## src/rtl/udc_cmd_sequencer_if.sv

```systemverilog
// Host command handshake plus the parallel bus to the 8-bit up/down counter.
// master: the sequencer side. slave: the host/counter side.
interface udc_cmd_sequencer_if;
   logic       cmd_valid_i;
   logic       cmd_ready_o;
   logic [7:0] cmd_plr_i;
   logic [7:0] cmd_ulr_i;
   logic [7:0] cmd_llr_i;
   logic [7:0] cmd_ccr_i;
   logic       udc_ncs_o;
   logic       udc_nwr_o;
   logic       udc_nrd_o;
   logic       udc_a1_o;
   logic       udc_a0_o;
   logic [7:0] udc_d_o;
   logic       udc_d_oe_o;
   logic [7:0] udc_d_i;
   logic       udc_start_o;
   logic       udc_err_i;
   logic       udc_ec_i;

   modport master (
      input  cmd_valid_i, cmd_plr_i, cmd_ulr_i, cmd_llr_i, cmd_ccr_i,
      input  udc_d_i, udc_err_i, udc_ec_i,
      output cmd_ready_o,
      output udc_ncs_o, udc_nwr_o, udc_nrd_o, udc_a1_o, udc_a0_o,
      output udc_d_o, udc_d_oe_o, udc_start_o
   );

   modport slave (
      output cmd_valid_i, cmd_plr_i, cmd_ulr_i, cmd_llr_i, cmd_ccr_i,
      output udc_d_i, udc_err_i, udc_ec_i,
      input  cmd_ready_o,
      input  udc_ncs_o, udc_nwr_o, udc_nrd_o, udc_a1_o, udc_a0_o,
      input  udc_d_o, udc_d_oe_o, udc_start_o
   );
endinterface

```

## src/rtl/udc_cmd_sequencer.sv

```systemverilog
// Bus-master sequencer for the 8-bit up/down counter: one job per handshake,
// pre-check, program PLR/ULR/LLR/CCR, optional readback, start, wait for EC.
//
// state      | meaning
// IDLE       | ready for a job
// WR_*       | write one counter register (ncs, nwr low, data driven)
// RD_*       | read strobe, counter registers its read data
// RD_*_S     | read strobe held, sequencer samples and compares data
// CHECK      | look at the counter config-error flag
// START      | single-clock start pulse
// RUN        | counting, wait for end-of-count or timeout
// ABORT      | ncs high for one clock to force the counter idle
// DONE       | one-clock completion pulse
module udc_cmd_sequencer #(
   parameter bit          VERIFY  = 1'b1,
   parameter int unsigned TIMEOUT = 4096
) (
   input  logic                clock_i,
   input  logic                reset_i,
   udc_cmd_sequencer_if.master bus,
   input  logic                abort_i,
   output logic                busy_o,
   output logic                done_o,
   output logic [2:0]          status_o,
   output logic [15:0]         run_cycles_o
);

   localparam logic [2:0] ST_OK       = 3'd0;
   localparam logic [2:0] ST_BADCFG   = 3'd1;
   localparam logic [2:0] ST_UDCERR   = 3'd2;
   localparam logic [2:0] ST_MISMATCH = 3'd3;
   localparam logic [2:0] ST_TIMEOUT  = 3'd4;
   localparam logic [2:0] ST_ABORTED  = 3'd5;

   // Order matters: WR_x and RD_x/RD_x_S advance by +1, RD_CCR_S+1 is CHECK.
   typedef enum logic [4:0] {
      S_IDLE, S_WR_PLR, S_WR_ULR, S_WR_LLR, S_WR_CCR,
      S_RD_PLR, S_RD_PLR_S, S_RD_ULR, S_RD_ULR_S,
      S_RD_LLR, S_RD_LLR_S, S_RD_CCR, S_RD_CCR_S,
      S_CHECK, S_START, S_RUN, S_ABORT, S_DONE
   } state_t;

   state_t      state_q, state_d;
   logic [7:0]  plr_q, plr_d, ulr_q, ulr_d, llr_q, llr_d, ccr_q, ccr_d;
   logic [2:0]  status_q, status_d;
   logic [15:0] run_cycles_q, run_cycles_d;
   logic [1:0]  reg_sel;
   logic [7:0]  shadow_sel;
   logic        bad_cfg;

   assign bad_cfg = (bus.cmd_ccr_i == 8'd0) || (bus.cmd_llr_i > bus.cmd_ulr_i) ||
                    (bus.cmd_plr_i > bus.cmd_ulr_i) || (bus.cmd_plr_i < bus.cmd_llr_i);

   // Counter register addressed by the current bus phase and its shadow value
   always_comb begin
      reg_sel    = 2'd0;
      shadow_sel = plr_q;
      case (state_q)
         S_WR_ULR, S_RD_ULR, S_RD_ULR_S: reg_sel = 2'd1;
         S_WR_LLR, S_RD_LLR, S_RD_LLR_S: reg_sel = 2'd2;
         S_WR_CCR, S_RD_CCR, S_RD_CCR_S: reg_sel = 2'd3;
         default:                        reg_sel = 2'd0;
      endcase
      case (reg_sel)
         2'd1:    shadow_sel = ulr_q;
         2'd2:    shadow_sel = llr_q;
         2'd3:    shadow_sel = ccr_q;
         default: shadow_sel = plr_q;
      endcase
   end

   // Next state, shadow capture, status and run-cycle counting
   always_comb begin
      state_d      = state_q;
      plr_d        = plr_q;
      ulr_d        = ulr_q;
      llr_d        = llr_q;
      ccr_d        = ccr_q;
      status_d     = status_q;
      run_cycles_d = run_cycles_q;
      case (state_q)
         S_IDLE: begin
            if (bus.cmd_valid_i) begin
               plr_d        = bus.cmd_plr_i;
               ulr_d        = bus.cmd_ulr_i;
               llr_d        = bus.cmd_llr_i;
               ccr_d        = bus.cmd_ccr_i;
               run_cycles_d = 16'd0;
               if (bad_cfg) begin
                  status_d = ST_BADCFG;
                  state_d  = S_DONE;
               end else begin
                  status_d = ST_OK;
                  state_d  = S_WR_PLR;
               end
            end
         end
         S_WR_PLR, S_WR_ULR, S_WR_LLR,
         S_RD_PLR, S_RD_ULR, S_RD_LLR, S_RD_CCR: state_d = state_t'(state_q + 5'd1);
         S_WR_CCR: state_d = VERIFY ? S_RD_PLR : S_CHECK;
         S_RD_PLR_S, S_RD_ULR_S, S_RD_LLR_S, S_RD_CCR_S: begin
            if (bus.udc_d_i != shadow_sel) begin
               status_d = ST_MISMATCH;
               state_d  = S_DONE;
            end else begin
               state_d = state_t'(state_q + 5'd1);
            end
         end
         S_CHECK: begin
            if (bus.udc_err_i) begin
               status_d = ST_UDCERR;
               state_d  = S_DONE;
            end else begin
               state_d = S_START;
            end
         end
         S_START: state_d = S_RUN;
         S_RUN: begin
            if (run_cycles_q != 16'hFFFF) run_cycles_d = run_cycles_q + 16'd1;
            if (bus.udc_ec_i) begin
               status_d = ST_OK;
               state_d  = S_DONE;
            end else if (TIMEOUT != 0 && 32'(run_cycles_d) == TIMEOUT) begin
               status_d = ST_TIMEOUT;
               state_d  = S_ABORT;
            end
         end
         S_ABORT: state_d = S_DONE;
         S_DONE:  state_d = S_IDLE;
         default: state_d = S_IDLE;
      endcase
      // Host abort wins over any same-cycle ec, err or mismatch outcome.
      if (abort_i && state_q != S_IDLE && state_q != S_DONE && state_q != S_ABORT) begin
         status_d = ST_ABORTED;
         state_d  = S_ABORT;
      end
   end

   // Bus pins decoded from state; ncs stays low from WR_PLR through RUN
   always_comb begin
      bus.udc_ncs_o   = 1'b1;
      bus.udc_nwr_o   = 1'b1;
      bus.udc_nrd_o   = 1'b1;
      bus.udc_a1_o    = 1'b0;
      bus.udc_a0_o    = 1'b0;
      bus.udc_d_o     = 8'd0;
      bus.udc_d_oe_o  = 1'b0;
      bus.udc_start_o = 1'b0;
      case (state_q)
         S_WR_PLR, S_WR_ULR, S_WR_LLR, S_WR_CCR: begin
            bus.udc_ncs_o                = 1'b0;
            bus.udc_nwr_o                = 1'b0;
            bus.udc_d_oe_o               = 1'b1;
            {bus.udc_a1_o, bus.udc_a0_o} = reg_sel;
            bus.udc_d_o                  = shadow_sel;
         end
         S_RD_PLR, S_RD_PLR_S, S_RD_ULR, S_RD_ULR_S,
         S_RD_LLR, S_RD_LLR_S, S_RD_CCR, S_RD_CCR_S: begin
            bus.udc_ncs_o                = 1'b0;
            bus.udc_nrd_o                = 1'b0;
            {bus.udc_a1_o, bus.udc_a0_o} = reg_sel;
         end
         S_CHECK, S_RUN: bus.udc_ncs_o = 1'b0;
         S_START: begin
            bus.udc_ncs_o   = 1'b0;
            bus.udc_start_o = 1'b1;
         end
         default: ;
      endcase
   end

   assign bus.cmd_ready_o = (state_q == S_IDLE);
   assign busy_o          = (state_q != S_IDLE);
   assign done_o          = (state_q == S_DONE);
   assign status_o        = status_q;
   assign run_cycles_o    = run_cycles_q;

   // State and shadow registers, synchronous reset
   always_ff @(posedge clock_i) begin
      if (reset_i) begin
         state_q      <= S_IDLE;
         plr_q        <= 8'd0;
         ulr_q        <= 8'd0;
         llr_q        <= 8'd0;
         ccr_q        <= 8'd0;
         status_q     <= ST_OK;
         run_cycles_q <= 16'd0;
      end else begin
         state_q      <= state_d;
         plr_q        <= plr_d;
         ulr_q        <= ulr_d;
         llr_q        <= llr_d;
         ccr_q        <= ccr_d;
         status_q     <= status_d;
         run_cycles_q <= run_cycles_d;
      end
   end

endmodule

```

## src/flat_wrapper.sv

```systemverilog
// flat-port wrapper written by rule: the top's interface ports become plain ports
module udc_cmd_sequencer_flat 
#(
   parameter bit          VERIFY  = 1'b1,
   parameter int unsigned TIMEOUT = 4096
)
  (clock_i, reset_i, abort_i, busy_o, done_o, status_o, run_cycles_o, bus_cmd_valid_i, bus_cmd_plr_i, bus_cmd_ulr_i, bus_cmd_llr_i, bus_cmd_ccr_i, bus_udc_d_i, bus_udc_err_i, bus_udc_ec_i, bus_cmd_ready_o, bus_udc_ncs_o, bus_udc_nwr_o, bus_udc_nrd_o, bus_udc_a1_o, bus_udc_a0_o, bus_udc_d_o, bus_udc_d_oe_o, bus_udc_start_o);
  udc_cmd_sequencer_if bus_i ();
  input  logic clock_i;
  input  logic reset_i;
  input  logic abort_i;
  output logic busy_o;
  output logic done_o;
  output logic [2:0] status_o;
  output logic [15:0] run_cycles_o;
  input wire logic [$bits(bus_i.cmd_valid_i)-1:0] bus_cmd_valid_i;
  input wire logic [$bits(bus_i.cmd_plr_i)-1:0] bus_cmd_plr_i;
  input wire logic [$bits(bus_i.cmd_ulr_i)-1:0] bus_cmd_ulr_i;
  input wire logic [$bits(bus_i.cmd_llr_i)-1:0] bus_cmd_llr_i;
  input wire logic [$bits(bus_i.cmd_ccr_i)-1:0] bus_cmd_ccr_i;
  input wire logic [$bits(bus_i.udc_d_i)-1:0] bus_udc_d_i;
  input wire logic [$bits(bus_i.udc_err_i)-1:0] bus_udc_err_i;
  input wire logic [$bits(bus_i.udc_ec_i)-1:0] bus_udc_ec_i;
  output wire logic [$bits(bus_i.cmd_ready_o)-1:0] bus_cmd_ready_o;
  output wire logic [$bits(bus_i.udc_ncs_o)-1:0] bus_udc_ncs_o;
  output wire logic [$bits(bus_i.udc_nwr_o)-1:0] bus_udc_nwr_o;
  output wire logic [$bits(bus_i.udc_nrd_o)-1:0] bus_udc_nrd_o;
  output wire logic [$bits(bus_i.udc_a1_o)-1:0] bus_udc_a1_o;
  output wire logic [$bits(bus_i.udc_a0_o)-1:0] bus_udc_a0_o;
  output wire logic [$bits(bus_i.udc_d_o)-1:0] bus_udc_d_o;
  output wire logic [$bits(bus_i.udc_d_oe_o)-1:0] bus_udc_d_oe_o;
  output wire logic [$bits(bus_i.udc_start_o)-1:0] bus_udc_start_o;
  assign bus_i.cmd_valid_i = bus_cmd_valid_i;
  assign bus_i.cmd_plr_i = bus_cmd_plr_i;
  assign bus_i.cmd_ulr_i = bus_cmd_ulr_i;
  assign bus_i.cmd_llr_i = bus_cmd_llr_i;
  assign bus_i.cmd_ccr_i = bus_cmd_ccr_i;
  assign bus_i.udc_d_i = bus_udc_d_i;
  assign bus_i.udc_err_i = bus_udc_err_i;
  assign bus_i.udc_ec_i = bus_udc_ec_i;
  assign bus_cmd_ready_o = bus_i.cmd_ready_o;
  assign bus_udc_ncs_o = bus_i.udc_ncs_o;
  assign bus_udc_nwr_o = bus_i.udc_nwr_o;
  assign bus_udc_nrd_o = bus_i.udc_nrd_o;
  assign bus_udc_a1_o = bus_i.udc_a1_o;
  assign bus_udc_a0_o = bus_i.udc_a0_o;
  assign bus_udc_d_o = bus_i.udc_d_o;
  assign bus_udc_d_oe_o = bus_i.udc_d_oe_o;
  assign bus_udc_start_o = bus_i.udc_start_o;
  udc_cmd_sequencer #(.VERIFY(VERIFY), .TIMEOUT(TIMEOUT)) u_core (.clock_i(clock_i), .reset_i(reset_i), .bus(bus_i), .abort_i(abort_i), .busy_o(busy_o), .done_o(done_o), .status_o(status_o), .run_cycles_o(run_cycles_o));
endmodule
```

## config.mk

```make
export PLATFORM = sky130hd
export DESIGN_NAME = udc_cmd_sequencer_flat
export DESIGN_NICKNAME = d
export VERILOG_FILES = /design/src/rtl/udc_cmd_sequencer_if.sv /design/src/rtl/udc_cmd_sequencer.sv /design/src/flat_wrapper.sv
export SDC_FILE = /design/constraint.sdc
export NUM_CORES = 1
export LEC_CHECK = 0
export CAP_MARGIN = 20
export CORE_ASPECT_RATIO = 2
export CORE_MARGIN = 2
export CORE_UTILIZATION = 45
export DETAILED_ROUTE_END_ITERATION = 6
export PLACE_DENSITY = 0.8
export SYNTH_ARGS = -nofsm -noshare
export SYNTH_HDL_FRONTEND = slang
export SYNTH_SLANG_ARGS = --single-unit
```

## constraint.sdc

```tcl
create_clock -name clock_i -period 4.4 [get_ports clock_i]
set_clock_uncertainty 0.1 [all_clocks]
set_input_delay 0.44 -clock clock_i [delete_from_list [all_inputs] [get_ports clock_i]]
set_output_delay 0.44 -clock clock_i [all_outputs]
set_load 0.05 [all_outputs]
```

Word level (Yosys, flattened, before mapping) --
Memories as Yosys holds them, arrays and structs flattened. A register that Yosys moved wholly into a read port is not among the register bits. Cells that the tools add are included.
Operators by class: mux-type cells 32, order comparisons 3, equality and inequality tests 33, reduce and logical (&&, ||, !) cells 25, add/sub/neg operators 2
Operators by type and width (number):
- $mux 16 | 3
- $eq 5x4->1 const B | 8
- $pmux 5 s8 | 1
- $mux 5 | 7
- $pmux 16 s2 | 1
- $pmux 8 s3 | 1
- $eq 5x3->1 const B | 4
- $mux 3 | 6
- $add 16x1->16 const B | 1
- $eq 16x13->1 const B | 1
- $gt 8x8->1 | 2
- $ne 16x16->1 const B | 1
- $reduce_or 15->1 | 1
- $pmux 3 s4 | 1
- $reduce_or 12->1 | 1
- $eq 5x2->1 const B | 2
- $eq 5x5->1 const B | 2
- $ne 5x5->1 const B | 2
- $reduce_and 5->1 | 2
- $reduce_bool 5->1 | 2
- $ne 3x2->1 const B | 3
- $logic_not 8->1 | 1
- $lt 8x8->1 | 1
- $mux 1 | 8
- 22 further kinds | 33
Word-level totals: bits in registers 56, bits in read-only memories 32, memories 1
Memory list:
- (name not given) | depth 16, bits a word 2, read ports 1, clocked after memory_dff 1, write ports 0, line udc_cmd_sequencer.sv:58 | case (state_q)

Longest topological paths before layout --
Gate-level depths: netlist of run 1.
depth after elaboration 9, depth in mapped cells 15

Worst setup path before layout of run 1 --
OpenSTA, ideal clock, no wires.
path kind flip-flop to flip-flop, start reg u_core.run_cycles_q[0], in the netlist u_core.run_cycles_o[0], end reg (tool-made name), cell stages (with the launch flop) 15, path buffers 1, data arrival time 3577 ps, path slack 638 ps, cells stage by stage dfxtp_1 > ha_1 > nand3_1 > nor4_1 > mux2_2 > nor4_1 > nand4b_1 > a21oi_2 > buf_4 > nor2_1 > a211oi_1 > ha_1 > o21ai_1 > a211o_1 > o31ai_2
RTL lines:
- start: declaration | line udc_cmd_sequencer.sv:46 | logic [15:0] run_cycles_q, run_cycles_d;
- start signal: assignment | line udc_cmd_sequencer.sv:195 | run_cycles_q <= run_cycles_d;

Worst setup path in the final report of run 1 --
start reg u_core.state_q[0], end out bus_udc_a0_o
Between the ends: cells in the longest elaborated chain, start to end 3, elaborated cells on any way between the ends 14
RTL lines:
- start: declaration | line udc_cmd_sequencer.sv:43 | state_t state_q, state_d;
- start signal: assignment | line udc_cmd_sequencer.sv:189 | state_q <= state_d;
- $eq 5x3->1, or another cell as far along | line udc_cmd_sequencer.sv:149 | case (state_q)
- $reduce_or 12->1 (no source line) (*)
- $mux 1 (*) | line udc_cmd_sequencer.sv:149
- end: declaration | line flat_wrapper.sv:29 | output wire logic [$bits(bus_i.udc_a0_o)-1:0] bus_udc_a0_o;
Mark *: on every way between the ends. The rest lies on a longest branch, timed or not.

==> results of run 1 <==
cell families after synthesis:
| group | Yosys count |
|---|---|
| simple gates | 252 |
| compound gates | 167 |
| buf+inv | 76 |
| flops | 58 |
| fa+ha+maj | 33 |
| mux | 13 |
| xor+xnor | 7 |
critical path: stages, from the launching register on:
cell	delay, ps
dfxtp_1	350
inv_1	130
ha_1	260
a21oi_1	120
a211oi_1	610
nor2_1	150
and2_1	260
nor3b_1	420
clkdlybuf4s50_1	900
metrics by stage:
step                hold slack [ps]  area [sq um]
global route                    382          5570
CTS                             358          5570
floorplan                       332          4430
finish                          358          5570
global placement                339          5270
detailed placement              351          5270
worst min path at each step:
stage	startpoint	end	slack, ps
2_1_floorplan	u_core.llr_q[4]	u_core.llr_q[4]	330
3_3_place_gp	u_core.llr_q[4]	u_core.llr_q[4]	340
3_5_place_dp	u_core.llr_q[4]	u_core.llr_q[4]	350
4_1_cts	u_core.llr_q[4]	u_core.llr_q[4]	360
5_1_grt	u_core.ulr_q[6]	u_core.ulr_q[6]	380
6_report	u_core.llr_q[4]	u_core.llr_q[4]	360
cells in the final DEF, fill, tap and decap left out, types with 3 or more instances in the layout:
cell type | netlist | final
a211oi_1 | 7 | 7
a21o_1 | 7 | 7
a21oi_1 | 67 | 67
a22oi_1 | 8 | 8
a311oi_1 | 5 | 5
a31oi_1 | 8 | 8
a41oi_1 | 3 | 3
and2_1 | 6 | 6
and3_1 | 12 | 12
and4_1 | 5 | 5
buf_4 | 1 | 7
clkbuf_16 | 0 | 9
clkdlybuf4s50_1 | 0 | 81
dfxtp_1 | 58 | 57
ha_1 | 33 | 33
inv_1 | 38 | 38
mux2_2 | 5 | 5
mux2i_1 | 7 | 7
nand2_1 | 96 | 96
nand2b_1 | 12 | 12
nand3_1 | 16 | 16
nand4_1 | 11 | 11
nor2_1 | 46 | 46
nor2b_1 | 4 | 4
nor3_1 | 16 | 16
nor3b_1 | 3 | 3
nor4_1 | 12 | 12
o21a_1 | 6 | 6
o21ai_0 | 15 | 15
o32ai_1 | 8 | 8
or2_2 | 4 | 4
xnor2_1 | 6 | 6
sequential cells by signal, summed over array words and instances, names as in the netlist, named ones only:
signal and flops:
u_core.run_cycles_o 16, u_core.ccr_q 8, u_core.llr_q 8, u_core.plr_q 8, u_core.ulr_q 8, u_core.state_q 5
u_core.status_o 3
area by class of cell:
type                            count  share of cell area, %
Timing Repair Buffer               89                   15.6
Inverter                           38                   2.56
Sequential cell                    58                   20.9
Multi-Input combinational cell    472                   52.6
Clock inverter                      7                   1.39
Clock buffer                        9                   4.04
Tap cell                          132                   2.96
where the power goes:
group	switching, mW	total, mW	internal, mW	leakage, nW
sequential	0.0939	0.709	0.615	0.473
clock	0.281	0.724	0.443	0.146
combinational	0.897	1.37	0.474	1.51
total	1.27	2.80	1.53	2.13
layer usage:
metal	global-route usage (%)	wire, um
met5	0	0
met1	27.4	5290
met4	20.5	1070
met2	55.6	8380
met3	4.67	676
==> impl_metrics.env, run 1 <==
export IMPL_status="completed"
export IMPL_core_area_sq_um=9640
export IMPL_dr_total_vias=4890
export IMPL_first_iter_violations=366
export IMPL_final_cells=805
export IMPL_synthAdderAreaFrac_pct=9.32
export IMPL_rows=51
export IMPL_post_dp_hpwl_um=11900
export IMPL_synthFlopType="dfxtp_1"
export IMPL_clock_fmax_ghz=0.245
export IMPL_netlist_instances=606
export IMPL_cp_data_required_time_ps=3860
export IMPL_track_usage_pct=29.5
export IMPL_maxCapViolCount=0
export IMPL_endpoint_kind="output pin"
export IMPL_synth_compound_area_share_pct=24.9
export IMPL_multi_input_area_sq_um=2930
export IMPL_finalSetupViolCount=0
export IMPL_syn_nets=685
export IMPL_clock_path_buffers=2
export IMPL_synth_seq_area_share_pct=26.2
export IMPL_die_height_um=144
export IMPL_startpoint="u_core.state_q[0]"
export IMPL_hold_violations=0
export IMPL_netlist_top_cells_count="nand2_1, a21oi_1, dfxtp_1"
export IMPL_whs_path_depth=2
export IMPL_detail_route_antenna_nets=0
export IMPL_endpoint="bus_udc_a0_o"
export IMPL_die_w_um=74.1
export IMPL_wl_per_cell_um=19.2
export IMPL_synth_seq_cells=58
export IMPL_wl_um=15400
export IMPL_power_total_mw=2.80
export IMPL_period_share_pct=92.9
export IMPL_firstDrtPassIters=7
export IMPL_layout_area_seq_sq_um=1160
export IMPL_reg2regPathDepth=13
export IMPL_nNetsFinal=747
export IMPL_dpl_worst_slack_ps=296
export IMPL_remaining_drc_errors=0
export IMPL_dp_cells=789
export IMPL_clk_latency_ps=350
export IMPL_start_kind="register"
export IMPL_start_util_pct=46.0
export IMPL_avgSynthCellArea_sq_um=7.31
export IMPL_synth_top_family_by_area="simple AND/OR/NAND/NOR gates"
export IMPL_antenna_cells=0
export IMPL_first_global_vias=4802
export IMPL_grt_pass1_wl_um=23800
export IMPL_p_per_area_nw_per_um2=503
export IMPL_fin_setup_tns_ps=0
export IMPL_io_pins=83
export IMPL_ctsHoldBuffers=0
export IMPL_grt_overflow_total=0
export IMPL_antenna_found_initial=0
export IMPL_regToRegSetupSlack_ps=410
export IMPL_yosysMostFrequentCell="nand2_1"
export IMPL_n_fill_cell=904
export IMPL_rsz0062_at_grt="false"
export IMPL_cts_root_buf="clkbuf_16"
export IMPL_leakage_nw=2.13
export IMPL_yosys_mux_area_fraction_pct=3.11
export IMPL_yosysWarnings=0
export IMPL_synth_cell_types=68
export IMPL_grt_start_max_net_pins=54
export IMPL_worst_slack_ps=312
export IMPL_reg2reg_from="u_core.state_q[4]"
export IMPL_area_growth_pct=25.8
export IMPL_worst_slew_pin_slew_ps=825
export IMPL_die_area_sq_um=10700
export IMPL_viasPerCell=6.07
export IMPL_ir_worst_vdd_uv=514
export IMPL_arrival_ps=3550
export IMPL_synthArstFlopShare_pct=0
export IMPL_numCtsBuffers=9
export IMPL_fin_crit_ps=4090
export IMPL_drv_slew=0
export IMPL_cp_max_fo=5
export IMPL_clkSlewWorstSetupHoldPaths_ps=60
export IMPL_clock_sinks=58
export IMPL_cts_resized=0
export IMPL_final_util_pct=57.8
export IMPL_drive_gt1_share_pct=6.54
export IMPL_path_class="reg -> out"
export IMPL_place_congestion=1.01
export IMPL_yosys_area_top_type="dfxtp_1"
export IMPL_cts_setup_buffers=0
export IMPL_synth_xor_area_share_pct=1.38
export IMPL_synth_top_area_share_pct=26.2
export IMPL_synthSimpleGateAreaFrac_pct=27.4
export IMPL_synth_edf_count=0
export IMPL_syn_area_sq_um=4430
export IMPL_cts_htree_levels=3
export IMPL_hp_class="reg -> reg"
export IMPL_tritoncts="done"
export IMPL_yosys_top_cells_area="dfxtp_1, ha_1, nand2_1"
export IMPL_relSlewSlack_pct=45.0
export IMPL_port_buffers=82
(Power assumes the default switching activity.)
==> run 2: changes to the inputs <==
PLACE_DENSITY = 0.83   (was 0.8)
clock period = 3.7 ns   (was 4.4 ns; I/O delays follow)
==> run 2 against run 1 <==
Global-route usage increased by 1.9 points. Register-to-register slack got worse by 210 ps. Sequential cell count unchanged. Combinational power increased by 31%. Hold slack about the same. Count of clock-buffer cells in the layout unchanged. Sequential power increased by 17%. Via count increased by 3.6%.
==> impl_metrics.env, run 2 (same netlist as run 1, synthesis figures left out) <==
export IMPL_grt_pass1_wl_um=25200
export IMPL_drv_slew=0
export IMPL_rows=51
export IMPL_arrival_ps=3640
export IMPL_detail_route_antenna_nets=0
export IMPL_cts_resized=0
export IMPL_grt_overflow_total=0
export IMPL_cts_htree_levels=3
export IMPL_path_class="reg -> reg"
export IMPL_antenna_cells=0
export IMPL_fin_setup_tns_ps=0
export IMPL_finalSetupViolCount=0
export IMPL_antenna_found_initial=0
export IMPL_hold_violations=0
export IMPL_cts_setup_buffers=0
export IMPL_wl_per_cell_um=19.5
export IMPL_start_kind="register"
export IMPL_numCtsBuffers=9
export IMPL_period_share_pct=94.6
export IMPL_clock_path_buffers=2
export IMPL_endpoint_kind="register"
export IMPL_leakage_nw=2.34
export IMPL_p_per_area_nw_per_um2=609
export IMPL_hp_start="u_core.llr_q[2]"
export IMPL_clkSlewWorstSetupHoldPaths_ps=60
export IMPL_ir_worst_vdd_uv=423
export IMPL_first_iter_violations=420
export IMPL_fin_crit_ps=3500
export IMPL_io_pins=83
export IMPL_place_congestion=1.06
export IMPL_regToRegSetupSlack_ps=200
export IMPL_reg2regPathDepth=14
export IMPL_dpl_worst_slack_ps=-52.4
export IMPL_cts_root_buf="clkbuf_16"
export IMPL_remaining_drc_errors=0
export IMPL_placed_area_sq_um=5540
export IMPL_die_area_sq_um=10700
export IMPL_layout_commonest_cell="nand2_1"
export IMPL_start_util_pct=46.0
export IMPL_track_usage_pct=31.4
export IMPL_dr_total_vias=5068
export IMPL_nNetsFinal=783
export IMPL_cp_data_required_time_ps=3840
export IMPL_wl_um=16400
export IMPL_largest_register_ffs=16
export IMPL_n_fill_cell=891
export IMPL_power_total_mw=3.61
export IMPL_drive_gt1_share_pct=12.7
export IMPL_maxCapViolCount=0
export IMPL_clock_sinks=58
export IMPL_viasPerCell=6.03
export IMPL_firstDrtPassIters=5
export IMPL_area_growth_pct=33.8
export IMPL_clock_fmax_ghz=0.286
export IMPL_tritoncts="done"
export IMPL_post_dp_hpwl_um=12600
export IMPL_die_height_um=144
export IMPL_first_global_vias=5046
export IMPL_cp_max_fo=6
export IMPL_die_w_um=74.1
export IMPL_final_cell_mix="nand2_1, clkdlybuf4s50_1, a21oi_1, dfxtp_1, nor2_1"
export IMPL_port_buffers=82
export IMPL_final_area_sq_um=5920
export IMPL_ctsHoldBuffers=0
export IMPL_worst_slack_ps=200
export IMPL_relSlewSlack_pct=48.3
export IMPL_hp_class="reg -> reg"
export IMPL_clk_latency_ps=340
export IMPL_status="completed"
export IMPL_worst_slew_pin_slew_ps=774
export IMPL_final_util_pct=61.5
export IMPL_grt_start_max_net_pins=54
export IMPL_core_area_sq_um=9640
## run 2: cell types whose count changed in the layout (fill, tap and decap cells not counted), moves of 2 or more
cell	delta
buf_4	+37
bufinv_16	+2
dfxtp_1	-2
dfxtp_2	+2
nor4_1	-2
nor4_2	+2
## run 2: cell type report
| type | count | area, sq um | share of cell area, % |
|---|---|---|---|
| flip-flops and latches | 58 | 1160 | 19.7 |
| well taps | 132 | 165 | 2.79 |
| clock inverters | 7 | 125 | 2.11 |
| inverters | 38 | 143 | 2.41 |
| repair buffers | 125 | 1140 | 19.2 |
| multi-input cells | 472 | 2960 | 50.0 |
| clock buffers | 9 | 225 | 3.80 |
## run 2: worst min path at each step
stage / cells after the start / slack, ps / to
2_1_floorplan: 2 / 330 / u_core.llr_q[4]
3_3_place_gp: 2 / 340 / u_core.llr_q[4]
3_5_place_dp: 2 / 350 / u_core.llr_q[1]
4_1_cts: 2 / 360 / u_core.llr_q[4]
5_1_grt: 2 / 380 / u_core.llr_q[4]
6_report: 2 / 360 / u_core.llr_q[2]
## run 2: worst max-delay path, stage by stage (launching register included)
cell	delay, ps
dfxtp_2	370
buf_4	160
nand2b_1	120
o32ai_1	670
nor3_1	120
nor3_1	220
nand4_1	150
or2_1	240
nand2_1	80
a21oi_1	110
a211oi_2	270
ha_2	330
nor4_1	270
a31oi_1	120
o221ai_1	90
## run 2: metal layers
layer  GRT usage, %  up-vias  wire, um
met2           58.6      231      8950
met1           29.4     2366      5430
li1               -     2397         -
met4           21.5        0      1180
met5              0        -         0
met3           5.57       74       810
## run 2: through the flow
stage | hold WS (ps) | instances
5_1_grt | 378 | 841
4_1_cts | 356 | 841
3_3_place_gp | 339 | 825
2_1_floorplan | 332 | 606
3_5_place_dp | 350 | 825
6_report | 358 | 841
## run 2: report_power, final
part	internal, mW	leakage (nW)	total [mW]	switching (mW)
clock network	0.663	0.170	0.990	0.327
logic	0.672	1.69	1.79	1.12
registers	0.732	0.474	0.826	0.0936
total	2.07	2.34	3.61	1.54
==> patch, RTL diff (settings of run 1) <==
Put one more register stage on the output `status_o`, without a reset. The value now appears one clock later. The other outputs are not delayed to match.
--- a/src/rtl/udc_cmd_sequencer.sv
+++ b/src/rtl/udc_cmd_sequencer.sv
@@ -173,5 +173,7 @@
    assign busy_o          = (state_q != S_IDLE);
    assign done_o          = (state_q == S_DONE);
-   assign status_o        = status_q;
+   always_ff @(posedge clock_i) begin
+      status_o <= status_q;
+   end
    assign run_cycles_o    = run_cycles_q;
 
Check against the original RTL: not equivalent (Yosys sat finds a counterexample within 4 cycles, from zero or initial values and one cycle with reset_i high).
==> patch against run 1 <==
- via count fell by 0.70%
- setup slack better by 0.13 ns
- power increased by 0.61%
- cell area rose by 2.5%
- sequential cell count increased by 3
- worst hold slack got worse by 0.11 ns
- synthesized area grew 1.7%
- global-route usage grew 0.79 points
- routed wire length up 1.5%
==> patch: results (changes against run 1) <==
[synth]
synth_adder_area_share=0.0917  ; was 0.0932
synth_compound_area_frac=0.252  ; was 0.249
ys_seq_area_frac=0.271  ; was 0.262
synth.area.top_cells=dfxtp_1, ha_1, a21oi_1  ; was dfxtp_1, ha_1, nand2_1
synth_mux_area_frac=0.0300  ; was 0.0311
synth_nets=698  ; was 685
synthXorXnorAreaFrac=0.0117  ; was 0.0138
synth.avg_cell_area_um2=7.28  ; was 7.31 um^2
synth_cell_types=73  ; was 68
synthTopCellsByCount=nand2_1, a21oi_1, dfxtp_1  ; unchanged
synth_seq_cells=61  ; was 58

[finish]
drive_above_1_share=0.0611  ; was 0.0654
final_nets=761  ; was 747

[detailed_routing]
first_pass_iters=6  ; was 7
wirelength_um=15700  ; was 15400 um
initialDrtViolationCount=338  ; was 366
routed_via_density=5.93  ; was 6.07

[run_status]
status=finished, final reports clean  ; unchanged

[place]
placement.setup.worst_slack_ns=0.550  ; was 0.296 ns
portBuffers=82  ; unchanged
dpl.hpwl_um=12300  ; was 11900 um

[global_routing]
grtUsageTotal=0.303  ; was 0.295
grt_pass1_vias=4987  ; was 4802
grt_max_degree=55  ; was 54
grt_pass1_wl_um=25400  ; was 23800 um

[critical_path]
worst_ep_arrival_time_ns=4.11  ; was 3.55 ns
timing.rr.start=u_core.run_cycles_o[0]$_SDFFE_PP0P_  ; was u_core.state_q[4]$_SDFFE_PP0P_
max_stage_delay_ns=0.52  ; was 0.90 ns
rr_worst_depth=15  ; was 13
crit_path_top_delay_cell=dfxtp_1  ; was clkdlybuf4s50_1
rrSetupSlack_ns=0.44  ; was 0.41 ns

[hold_path]
holdPathEnd=u_core.status_o[0]$_DFF_P_  ; was u_core.llr_q[4]$_SDFFE_PP0P_
hold_depth=0  ; was 2
min_from=u_core.status_q[0]$_SDFFE_PP0P_  ; was u_core.llr_q[4]$_SDFFE_PP0P_

[sta]
worstMarginPinSlew_ns=1.02  ; was 0.825 ns

[clock_tree]
clock_latency_ns=0.33  ; was 0.35 ns

[power_and_ir_drop]
vdd_drop_max_mv=0.302  ; was 0.514 mV

-- patch: changes by cell type after synthesis, moves of 6 or more --
cell / before / now
nand2_1: 96 / 102
or3_1: 1 / 7
and3_1: 12 / 3
a21oi_1: 67 / 77
nor4_1: 12 / 3
o21ai_0: 15 / 23
o22ai_1: 2 / 9
o32ai_1: 8 / 2
-- patch: final cells by class --
class                      instances  area [um^2]
tap                              132          165
multi-input combinational        481         2980
clock inverter                     6         87.6
clock buffer                      10          229
inverter                          43          161
timing repair buffer              86          866
sequential                        61         1220
fill                             954         4050
-- patch: worst max-delay path by stage --
| stage | start | to | slack (ns) |
|---|---|---|---|
| finish | u_core.run_cycles_o[0]$_SDFFE_PP0P_ | flip-flop | 0.44 |
| global placement | u_core.run_cycles_o[0]$_SDFFE_PP0P_ | flip-flop | 0.68 |
| floorplan | u_core.run_cycles_o[1]$_SDFFE_PP0P_ | flip-flop | 0.82 |
| global route | u_core.run_cycles_o[0]$_SDFFE_PP0P_ | flip-flop | 0.22 |
| detailed placement | u_core.run_cycles_o[0]$_SDFFE_PP0P_ | flip-flop | 0.55 |
| CTS | u_core.run_cycles_o[0]$_SDFFE_PP0P_ | flip-flop | 0.47 |
-- patch: metrics by stage --
step	hold slack (ns)	cell area, um^2	std cells	utilization
finish	0.253	5710	819	0.585
global route	0.255	5710	819	0.585
CTS	0.254	5680	818	0.582
detailed placement	0.244	5370	802	0.550
global placement	0.240	5370	802	0.550
floorplan	0.231	4500	619	-
-- patch: per-layer routing --
| layer | routed length, um | global-route usage | part of all wire |
|---|---|---|---|
| met5 | 0 | 0 | 0 |
| met1 | 5660 | 0.316 | 0.36 |
| met4 | 1060 | 0.196 | 0.068 |
| met3 | 577 | 0.0471 | 0.037 |
| met2 | 8360 | 0.532 | 0.53 |
-- patch: power breakdown --
group          switching (mW)  internal [mW]
Clock                   0.261          0.495
Sequential              0.107          0.644
Combinational           0.856          0.457
-- patch: cells by family after synthesis --
| logic type | Yosys count |
|---|---|
| AO/OA/AOI/OAI | 177 |
| XOR/XNOR | 6 |
| adder cells (fa/ha/maj) | 33 |
| buffers and inverters | 77 |
| flip-flops | 61 |
| multiplexers | 13 |
| AND/OR/NAND/NOR | 252 |
-- patch: worst max-delay path: cells and delay by family, from the launching register on --
kind	cells	cell delay (ns)
compound gates	5	0.78
fa+ha+maj	2	0.58
buf+inv	2	0.18
flops	1	0.52
mux	1	0.06
simple gates	5	1.65
